File: src/rtl/fifo_write_arbiter_if.sv
// rtl/fifo_write_arbiter_if.sv - requester and FIFO write-port signal bundle for fifo_write_arbiter
interface fifo_write_arbiter_if #(
  parameter int WIDTH   = 32,
  parameter int NUM_REQ = 4
);
  localparam int OW = $clog2(NUM_REQ);

  logic [NUM_REQ-1:0]       req;
  logic [NUM_REQ-1:0]       req_last;
  logic [NUM_REQ*WIDTH-1:0] req_data;
  logic [NUM_REQ-1:0]       grant;
  logic                     full;
  logic                     write_en;
  logic [WIDTH-1:0]         write_data;
  logic [OW-1:0]            owner;
  logic                     busy;

  // arbiter side
  modport slave (
    input  req, req_last, req_data, full,
    output grant, write_en, write_data, owner, busy
  );

  // requesters plus FIFO side
  modport master (
    output req, req_last, req_data, full,
    input  grant, write_en, write_data, owner, busy
  );
endinterface

File: src/rtl/fifo_write_arbiter.sv
// rtl/fifo_write_arbiter.sv - round-robin burst arbiter in front of a shared FIFO write port
module fifo_write_arbiter #(
  parameter int WIDTH     = 32,
  parameter int NUM_REQ   = 4,
  parameter int MAX_BURST = 4
) (
  input  logic                 clk,
  input  logic                 reset_n,
  fifo_write_arbiter_if.slave  bus
);
  localparam int OW = $clog2(NUM_REQ);
  localparam int CW = $clog2(MAX_BURST + 1);

  localparam logic [0:0] ST_IDLE  = 1'b0;
  localparam logic [0:0] ST_BURST = 1'b1;

  localparam logic [NUM_REQ-1:0] GRANT_LSB = {{(NUM_REQ-1){1'b0}}, 1'b1};

  logic [0:0]    state_q, state_d;
  logic [OW-1:0] owner_q, owner_d;
  logic [OW-1:0] last_owner_q, last_owner_d;
  logic [CW-1:0] count_q, count_d;

  logic             win_found;
  logic [OW-1:0]    win_idx;
  logic [OW-1:0]    cand;
  logic             own_req;
  logic             own_last;
  logic [WIDTH-1:0] own_data;
  logic             accept;
  logic             burst_end;

  // Round-robin search: last_owner+1 first, last_owner itself last.
  always_comb begin
    win_found = 1'b0;
    win_idx   = '0;
    cand      = '0;
    for (int i = 1; i <= NUM_REQ; i++) begin
      cand = last_owner_q + OW'(i);
      if (!win_found && bus.req[cand]) begin
        win_found = 1'b1;
        win_idx   = cand;
      end
    end
  end

  // Select the current owner's request, last flag and word.
  always_comb begin
    own_req  = bus.req[owner_q];
    own_last = bus.req_last[owner_q];
    own_data = '0;
    for (int i = 0; i < NUM_REQ; i++) begin
      if (OW'(i) == owner_q) begin
        own_data = bus.req_data[i*WIDTH +: WIDTH];
      end
    end
  end

  // A word is taken when the owner presents one and the FIFO has room; the
  // burst closes on its last word, on the MAX_BURST-th word, or when the
  // owner lets go of req (abandon, nothing written).
  always_comb begin
    accept    = (state_q == ST_BURST) && own_req && !bus.full;
    burst_end = (state_q == ST_BURST) &&
                (!own_req || (accept && (own_last || count_q == CW'(MAX_BURST - 1))));
  end

  // Next-state logic. A finished burst always drops to IDLE with last_owner
  // updated, and IDLE is where the next winner is picked; that IDLE cycle is
  // the one-cycle turnaround between consecutive bursts.
  always_comb begin
    state_d      = state_q;
    owner_d      = owner_q;
    last_owner_d = last_owner_q;
    count_d      = count_q;
    if (state_q == ST_IDLE) begin
      if (win_found) begin
        state_d = ST_BURST;
        owner_d = win_idx;
        count_d = '0;
      end
    end else if (burst_end) begin
      state_d      = ST_IDLE;
      last_owner_d = owner_q;
      count_d      = '0;
    end else if (accept) begin
      count_d = count_q + 1'b1;
    end
  end

  // State registers; reset leaves requester 0 first in line.
  always_ff @(posedge clk or negedge reset_n) begin
    if (!reset_n) begin
      state_q      <= ST_IDLE;
      owner_q      <= '0;
      last_owner_q <= OW'(NUM_REQ - 1);
      count_q      <= '0;
    end else begin
      state_q      <= state_d;
      owner_q      <= owner_d;
      last_owner_q <= last_owner_d;
      count_q      <= count_d;
    end
  end

  assign bus.write_en   = accept;
  assign bus.grant      = accept ? (GRANT_LSB << owner_q) : '0;
  assign bus.write_data = (state_q == ST_BURST) ? own_data : '0;
  assign bus.owner      = owner_q;
  assign bus.busy       = (state_q == ST_BURST);
endmodule

File: src/flat_wrapper.sv
// flat-port wrapper written by rule: the top's interface ports become plain ports
module fifo_write_arbiter_flat 
#(
  parameter int WIDTH     = 32,
  parameter int NUM_REQ   = 4,
  parameter int MAX_BURST = 4
)
  (clk, reset_n, bus_req, bus_req_last, bus_req_data, bus_full, bus_grant, bus_write_en, bus_write_data, bus_owner, bus_busy);
  fifo_write_arbiter_if #(.WIDTH(WIDTH), .NUM_REQ(NUM_REQ)) bus_i ();
  input  logic clk;
  input  logic reset_n;
  input wire logic [$bits(bus_i.req)-1:0] bus_req;
  input wire logic [$bits(bus_i.req_last)-1:0] bus_req_last;
  input wire logic [$bits(bus_i.req_data)-1:0] bus_req_data;
  input wire logic [$bits(bus_i.full)-1:0] bus_full;
  output wire logic [$bits(bus_i.grant)-1:0] bus_grant;
  output wire logic [$bits(bus_i.write_en)-1:0] bus_write_en;
  output wire logic [$bits(bus_i.write_data)-1:0] bus_write_data;
  output wire logic [$bits(bus_i.owner)-1:0] bus_owner;
  output wire logic [$bits(bus_i.busy)-1:0] bus_busy;
  assign bus_i.req = bus_req;
  assign bus_i.req_last = bus_req_last;
  assign bus_i.req_data = bus_req_data;
  assign bus_i.full = bus_full;
  assign bus_grant = bus_i.grant;
  assign bus_write_en = bus_i.write_en;
  assign bus_write_data = bus_i.write_data;
  assign bus_owner = bus_i.owner;
  assign bus_busy = bus_i.busy;
  fifo_write_arbiter #(.WIDTH(WIDTH), .NUM_REQ(NUM_REQ), .MAX_BURST(MAX_BURST)) u_core (.clk(clk), .reset_n(reset_n), .bus(bus_i));
endmodule
File: config.mk
export PLATFORM = sky130hd
export DESIGN_NAME = fifo_write_arbiter_flat
export DESIGN_NICKNAME = d
export VERILOG_FILES = /design/src/rtl/fifo_write_arbiter_if.sv /design/src/rtl/fifo_write_arbiter.sv /design/src/flat_wrapper.sv
export SDC_FILE = /design/constraint.sdc
export NUM_CORES = 1
export LEC_CHECK = 0
export CORE_MARGIN = 4
export CORE_UTILIZATION = 30
export CTS_CLUSTER_SIZE = 16
export DETAILED_ROUTE_END_ITERATION = 10
export MAX_ROUTING_LAYER = met4
export PLACE_DENSITY = 0.87
export SETUP_SLACK_MARGIN = 0.3
export SYNTH_ARGS = -nofsm -noshare
export SYNTH_HDL_FRONTEND = slang
export SYNTH_SLANG_ARGS = --single-unit
File: constraint.sdc
create_clock -name clk -period 4.95 [get_ports clk]
set_input_delay 0.99 -clock clk [delete_from_list [all_inputs] [get_ports clk]]
set_output_delay 0.99 -clock clk [all_outputs]
set_load 0.01 [all_outputs]
Word-level counts from Yosys, hierarchy flattened. Index checks and enable logic that the tools add are counted.

ROM bits: 0. Memories: 0. Bits in writable memories: 0. Register bits: 8. Latch bits: 0. Output and inout bits: 40. Input port bits: 139.

$lt $le $gt $ge: 5. Bitwise gates (word level): 1. Shift operators: 1. Multiply operators: 0. Multiplexer cells: 33. Add/sub/neg operators: 4. Equality and inequality tests: 5. Divide/modulo/power cells: 0. Reduce and logical (&&, ||, !) cells: 19.

Operators by type and width (number): $mux 32 (5); $lt 2x3->1 const B (5); $mux 1 (13); $bmux 1 s2 (6); $mux 3 (4); $mux 2 (4); $logic_and 1x1->1 (7); $reduce_and 2->1 (3); $logic_not 1->1 (5); $add 2x2->2 const B (2); $eq 2x2->1 const A (2); $mux 4 (1); $shl 1x2->4 const A (1); $add 3x1->3 const B (1); $eq 3x2->1 const B (1); $ne 3x3->1 const B (1); $add 2x1->2 const B (1); $eq 1x2->1 const A (1); $logic_not 2->1 (1); $logic_or 1x1->1 (2); $reduce_bool 2->1 (1); $not 1->1 (1).

Logic depth before layout (Yosys ltp). Gate-level depths: netlist of run 1.

Depth after elaboration: 15. Gate-level depth with buffers: 6. Gate-level depth less buffers: 6.

Least setup slack after synthesis of run 1. OpenSTA, ideal clock, no wires.

Kind: input-to-output. From: input bus_req[3]. To: output bus_grant[3]. Required time: 3960 ps. Path slack: 2026 ps. Stages: 4. Path buffers: 0. Arrival time: 1934 ps. Path through: mux4_2 > nand2_2 > nor2_1 > and3_1.

Longest elaborated chain between the ends: 5.

Ends and longest elaborated chain: start: declaration (RTL line flat_wrapper.sv:12) `input wire logic [$bits(bus_i.req)-1:0] bus_req;`; $bmux 1 s2 (RTL line fifo_write_arbiter.sv:49) `own_req = bus.req[owner_q];`; $mux 1 (implied by the code) (RTL line fifo_write_arbiter.sv:49); $logic_and 1x1->1 (2 in a row) (RTL line fifo_write_arbiter.sv:63) `accept = (state_q == ST_BURST) && own_req && !bus.full;`; named net bus_write_en (RTL line flat_wrapper.sv:17) `output wire logic [$bits(bus_i.write_en)-1:0] bus_write_en;`; $mux 4 (RTL line fifo_write_arbiter.sv:107) `assign bus.grant = accept ? (GRANT_LSB << owner_q) : '0;`; end: declaration (RTL line flat_wrapper.sv:16) `output wire logic [$bits(bus_i.grant)-1:0] bus_grant;`.

The timed path passes the listed nets, and every way through them passes these cells. The select of a mux whose other input is x is not followed.

Final worst setup path of run 1.
From: input bus_req[3]. To: output bus_grant[3].

Longest elaborated chain between the ends: 5.

Ends and longest elaborated chain (RTL line): $bmux 1 s2 (fifo_write_arbiter.sv:49); $mux 1 (implied by the code) (fifo_write_arbiter.sv:49); $logic_and 1x1->1 (2 in a row) (fifo_write_arbiter.sv:63); $mux 4 (fifo_write_arbiter.sv:107).

Every way passes these cells. The select of a mux whose other input is x is not followed.

==> flow_metrics.tcl, run 1 <==
set metrics [dict create \
    run_status "completed" \
    cp_cell_sequence "clkdlybuf4s50_1, mux4_2, nand2_2, nor2_1, and3_1, clkdlybuf4s50_1" \
    yosys.area.top_type "mux4_2" \
    p_total_mw 1.45 \
    grt_pass1_vias 1906 \
    drtPass1Iterations 4 \
    cts_tree "yes" \
    p_seq_frac 0.164 \
    clock_power_share 0.060 \
    drc_errors 0 \
    io_buffers 178 \
    layout_setup_ws_ns 1.02 \
    hpwl_um 6530 \
    die-area_um2 6530 \
    hold_class "reg -> reg" \
    netlist_area_um2 1590 \
    clock-sinks 8 \
    syn_avg_cell_area_um2 12.0 \
    synth.distinct_cells 33 \
    critPathTopFamily "buffers and inverters" \
    switching_share 0.382 \
    drtIter0Drc 47 \
    fmax_ghz 0.255 \
    drive_gt1_frac 0.166 \
    p_leak_nw 1.25 \
    ios 179 \
    max-slew-margin-rel 0.368 \
    vias 1865 \
    grt_max_degree 43 \
    rsz0062_at_grt "false" \
    num_antenna_cells 0 \
    synth-main-ff-cell "dfrtp_1" \
    clk_transition_reported_paths_ns 0.05 \
    fin_nets 444 \
    netlist_top_cells_area "mux4_2 47%, and2_1 13%, dfrtp_1 9.4%, dfstp_2 3.3%, buf_6 2.8%" \
    place_worst_setup_slack_ns 1.02 \
    clockBufferDepth 2 \
    initial_utilization 0.311 \
    finalSetupViolCount 0 \
    power.switching_mw 0.552 \
    netlist.area_leader.share 0.467 \
    antenna_found_initial 0 \
    cpMostUsedCell "clkdlybuf4s50_1" \
    area_growth_pct 115 \
    async_flop_share 1.00 \
    routabilityCongestion 0.846 \
    cts_setup_buffers 0 \
    endpoint_kind "output pin" \
    crit_type "in -> out" \
    synth_nets 274 \
    p_per_area_nw_per_um2 423 \
    power_frac_comb 0.776 \
    die_h_um 80.8 \
    final.period_utilization 0.794 \
    period_needed_ns 3.93 \
    worst_path_max_delay_cell "mux4_2" \
    worstPathArrival_ns 2.94 \
    crit_path_max_fanout 8 \
    grt_pass1_wl_um 10700 \
    finalSetupTns_ns 0 \
    cap_violations 0 \
    r2r_slack_ns 2.75 \
    ys_ff_latch 8 \
    yosys_warnings 0 \
    wl_um 7730 \
    path_buf_inv 2 \
    peakVddDrop_mv 0.425 \
    hold_violations 0 \
    required_ns 3.96 \
    overflow 0 \
    clkLatencyLatePin_ns 0.24 \
    worst_slew_pin_slew_ns 0.948 \
    drv_slew 0 \
    fin_skew_ns 0.00854 \
    cts_resized 0 \
    cts-root-buf "clkbuf_8" \
    cts_hold_buf 0 \
    coreArea_um2 5110 \
    vias_per_cell 5.01 \
    start_kind "input pin" \
    synth_edf_count 0 \
    num_rows 26 \
    htreeDepth 1 \
    synth_cells 133 \
    ant_nets 0 \
    cpPeakStageDelay_ns 0.55 \
    grt.total_usage 0.229 \
    post_drt_wl_per_cell_um 20.8 \
    numCtsBuffers 3 \
    p_int_mw 0.895 \
    die_w_um 80.8 \
    ys_seq_area_frac 0.127 \
]
-- cell type report --
type | instances | area (µm²)
Timing Repair Buffer | 180 | 1800
Fill cell | 415 | 1680
Multi-Input combinational cell | 107 | 1280
Sequential cell | 8 | 205
Tap cell | 70 | 87.6
Clock buffer | 4 | 45.0
Inverter | 3 | 11.3
-- final timing paths --
check / depth (start not counted) / from / end
min reg2reg: 1 / u_core.count_q[2]$_DFFE_PN0P_ / u_core.count_q[2]$_DFFE_PN0P_
min: 1 / u_core.count_q[2]$_DFFE_PN0P_ / u_core.count_q[2]$_DFFE_PN0P_
max reg2reg: 4 / u_core.bus.owner[1]$_DFFE_PN0P_ / u_core.last_owner_q[1]$_DFFE_PN1P_
min in group asynchronous: 1 / reset_n / u_core.count_q[1]$_DFFE_PN0P_
max in group asynchronous: 1 / reset_n / u_core.last_owner_q[0]$_DFFE_PN1P_
max: 6 / bus_req[3] / bus_grant[3]
-- metrics by stage --
stage	cell area, µm²	cells	hold slack, ns	util
3_3_place_gp	3380	368	0.496	0.662
2_1_floorplan	1590	133	0.481	-
5_1_grt	3420	372	0.530	0.671
6_report	3420	372	0.515	0.671
3_5_place_dp	3380	368	0.504	0.662
4_1_cts	3420	372	0.518	0.671
-- power groups by stage --
stage	sequential, mW	clock [mW]	combinational (mW)
floorplan	0.121	0	0.752
global placement	0.241	0	1.12
detailed placement	0.241	0	1.13
CTS	0.239	0.0889	1.14
global route	0.255	0.0934	1.19
finish	0.238	0.0863	1.12
-- flip-flops by register name, summed over array words and instances (netlist names) --
signal,flops
u_core.last_owner_q,2
u_core.count_q,3
u_core.bus.owner,2
u_core.bus.busy,1
-- routing by layer --
| layer | up-vias | global-route usage | share of wire |
|---|---|---|---|
| li1 | 860 | - | - |
| met1 | 896 | 0.225 | 0.33 |
| met2 | 92 | 0.401 | 0.52 |
| met3 | 17 | 0.0876 | 0.12 |
| met4 | 0 | 0.101 | 0.035 |
| met5 | - | - | 0 |
-- cell families after synthesis --
family                     count (synthesis)  share of synthesized area
muxes                                     41                      0.529
buffers and inverters                     18                     0.0684
adders and majority gates                  2                     0.0157
and+or+nand+nor                           53                      0.202
DFF                                        8                      0.127
AOI/OAI and AO/OA                         11                     0.0574
-- cell usage after synthesis (2+ instances only) --
library cell,count
mux4_2,33
and2_1,32
buf_2,6
dfrtp_1,6
nor2_1,6
buf_6,4
clkbuf_1,4
a21oi_1,3
inv_1,3
mux2_4,3
mux2i_1,3
dfstp_2,2
ha_1,2
mux2_1,2
nand2_2,2
nand2b_1,2
nor3_1,2
nor4_1,2
nor4b_1,2
-- layout by cell type, fill, tap and decap left out --
cell type        Yosys  final
clkdlybuf4s50_1      0    178
mux4_2              33     33
and2_1              32     32
nor2_1               6      6
dfrtp_1              6      4
inv_1                3      3
mux2i_1              3      3
mux2_4               3      3
a21oi_1              3      3
clkbuf_8             0      3
nand2_2              2      2
nor4b_1              2      2
nor4_1               2      2
nor3_1               2      2
nand2b_1             2      2
mux2_1               2      2
ha_1                 2      2
buf_4                1      2
dfrtp_2              0      2
dfstp_2              2      2
and3_1               1      1
nor2b_1              1      1
a221oi_4             1      1
o22ai_1              1      1
nand3_2              1      1
nor3b_1              1      1
o21ai_2              1      1
a31oi_1              1      1
o21a_1               1      1
o21ai_0              1      1
o31ai_1              1      1
nand2_1              1      1
a221oi_1             1      1
clkbuf_1             4      1
No activity file was read; power rests on OpenSTA's default activity.
==> run 2: changes to the inputs <==
- CORE_UTILIZATION: 30 -> 28
- PLACE_DENSITY: 0.87 -> 0.82
- clock period: 4.95 -> 3.85 ns (I/O delays scaled with it)
==> run 2 against run 1 <==
  * Sequential share of layout area shrank 0.074 points
  * Total power grew 31%
  * Hold slack gained 0.0085 ns
  * Largest cell class unchanged
==> flow_metrics.tcl, run 2 (synthesis gave the netlist of run 1 again) <==
set metrics [dict create \
    grt_max_degree 41 \
    hold_class "reg -> reg" \
    hold_violations 0 \
    num_antenna_cells 0 \
    initial_utilization 0.289 \
    crit_path_max_fanout 8 \
    power.switching_mw 0.722 \
    area_growth_pct 118 \
    coreArea_um2 5510 \
    worstPathArrival_ns 2.71 \
    final_util 0.630 \
    drv_slew 0 \
    crit_type "in -> out" \
    endpoint_kind "output pin" \
    grt_pass1_wl_um 12000 \
    largest_reg_flops 3 \
    most-common-layout-cells "178 x clkdlybuf4s50_1, 33 x mux4_2, 32 x and2_1" \
    p_leak_nw 1.27 \
    overflow 0 \
    finalSetupTns_ns 0 \
    final_common_cell "clkdlybuf4s50_1" \
    die_w_um 83.4 \
    hold_ws_ns 0.524 \
    vias 1875 \
    period_needed_ns 3.48 \
    ant_nets 0 \
    peakVddDrop_mv 0.311 \
    htreeDepth 1 \
    fin_nets 447 \
    die-area_um2 6950 \
    grt.total_usage 0.227 \
    run_status "completed" \
    clock-sinks 8 \
    drtPass1Iterations 4 \
    clk_transition_reported_paths_ns 0.04 \
    max-slew-margin-rel 0.627 \
    p_int_mw 1.18 \
    final_cells 377 \
    worst_slew_pin_slew_ns 0.560 \
    rsz0062_at_grt "false" \
    regMostFlops "u_core.count_q" \
    hpwl_um 6540 \
    p_per_area_nw_per_um2 547 \
    vias_per_cell 4.97 \
    switching_share 0.380 \
    grt_pass1_vias 1995 \
    finalSetupViolCount 0 \
    p_seq_frac 0.126 \
    antenna_found_initial 0 \
    fmax_ghz 0.288 \
    clockBufferDepth 2 \
    cts_resized 0 \
    die_h_um 83.4 \
    place_worst_setup_slack_ns 0.342 \
    cap_violations 0 \
    cts_setup_buffers 0 \
    drive_gt1_frac 0.174 \
    cts_hold_buf 0 \
    drtIter0Drc 64 \
    clkLatencyLatePin_ns 0.23 \
    drc_errors 0 \
    numCtsBuffers 3 \
    final.period_utilization 0.903 \
    fin_skew_ns 0.00592 \
    layout_setup_ws_ns 0.373 \
    wl_um 7770 \
    cts_tree "yes" \
    post_drt_wl_per_cell_um 20.6 \
    power_frac_comb 0.817 \
    clock_power_share 0.057 \
    routabilityCongestion 0.846 \
    num_rows 27 \
    ios 179 \
    cts-root-buf "clkbuf_8" \
    io_buffers 178 \
    dp_cells 373 \
    required_ns 3.08 \
    start_kind "input pin" \
]
run 2: cell types whose count changed in the layout (fill, tap and decap cells not counted):
cell,before,now
buf_12,0,1
buf_4,2,4
nand2_2,2,1
nand2_4,0,1
run 2: worst paths after layout:
| check | from | end | slack, ns | cells after the start |
|---|---|---|---|---|
| max | bus_req[3] | bus_grant[3] | 0.37 | 6 |
| min | u_core.count_q[2]$_DFFE_PN0P_ | u_core.count_q[2]$_DFFE_PN0P_ | 0.52 | 1 |
| max reg2reg | u_core.bus.owner[0]$_DFFE_PN0P_ | u_core.count_q[0]$_DFFE_PN0P_ | 1.84 | 4 |
| min reg2reg | u_core.count_q[2]$_DFFE_PN0P_ | u_core.count_q[2]$_DFFE_PN0P_ | 0.52 | 1 |
| max in group asynchronous | reset_n | u_core.last_owner_q[1]$_DFFE_PN1P_ | 2.73 | 1 |
| min in group asynchronous | reset_n | u_core.bus.busy$_DFF_PN0_ | 0.81 | 1 |
run 2: cell type report:
class / instances / area (µm²)
Fill cell: 463 / 2040
Sequential cell: 8 / 205
Inverter: 3 / 11.3
Tap cell: 72 / 90.1
Multi-Input combinational cell: 107 / 1280
Clock buffer: 4 / 45.0
Timing Repair Buffer: 183 / 1830
run 2: power groups by stage:
stage                     Combinational, mW  Sequential (mW)  Clock (mW)
after floorplan                       0.967            0.156           0
after global placement                 1.54            0.240           0
after detailed placement               1.56            0.240           0
after CTS                              1.56            0.241       0.111
after global routing                   1.66            0.255       0.113
final                                  1.55            0.240       0.107
run 2: per-stage QoR:
stage | power, mW | cell area [µm²]
floorplan | 1.12 | 1590
global placement | 1.78 | 3420
detailed placement | 1.80 | 3420
CTS | 1.92 | 3460
global route | 2.03 | 3470
finish | 1.90 | 3470
run 2: per-layer routing:
| layer | wire (µm) | GRT usage | vias to the layer above |
|---|---|---|---|
| li1 | - | - | 868 |
| met1 | 2770 | 0.253 | 907 |
| met2 | 4270 | 0.410 | 86 |
| met3 | 584 | 0.0506 | 14 |
| met4 | 142 | 0.0594 | 0 |
| met5 | 0 | - | - |
run 2: critical path, stage by stage:
cell and delay (ns):
clkdlybuf4s50_1 0.49, mux4_2 0.57, nand2_4 0.15, nor2_1 0.06, and3_1 0.19, clkdlybuf4s50_1 0.48
==> run 3: changes to the inputs <==
- HOLD_SLACK_MARGIN: default -> 0.05
==> results of run 3 <==
Final layout, timing and power as in run 2 (identical DEF).
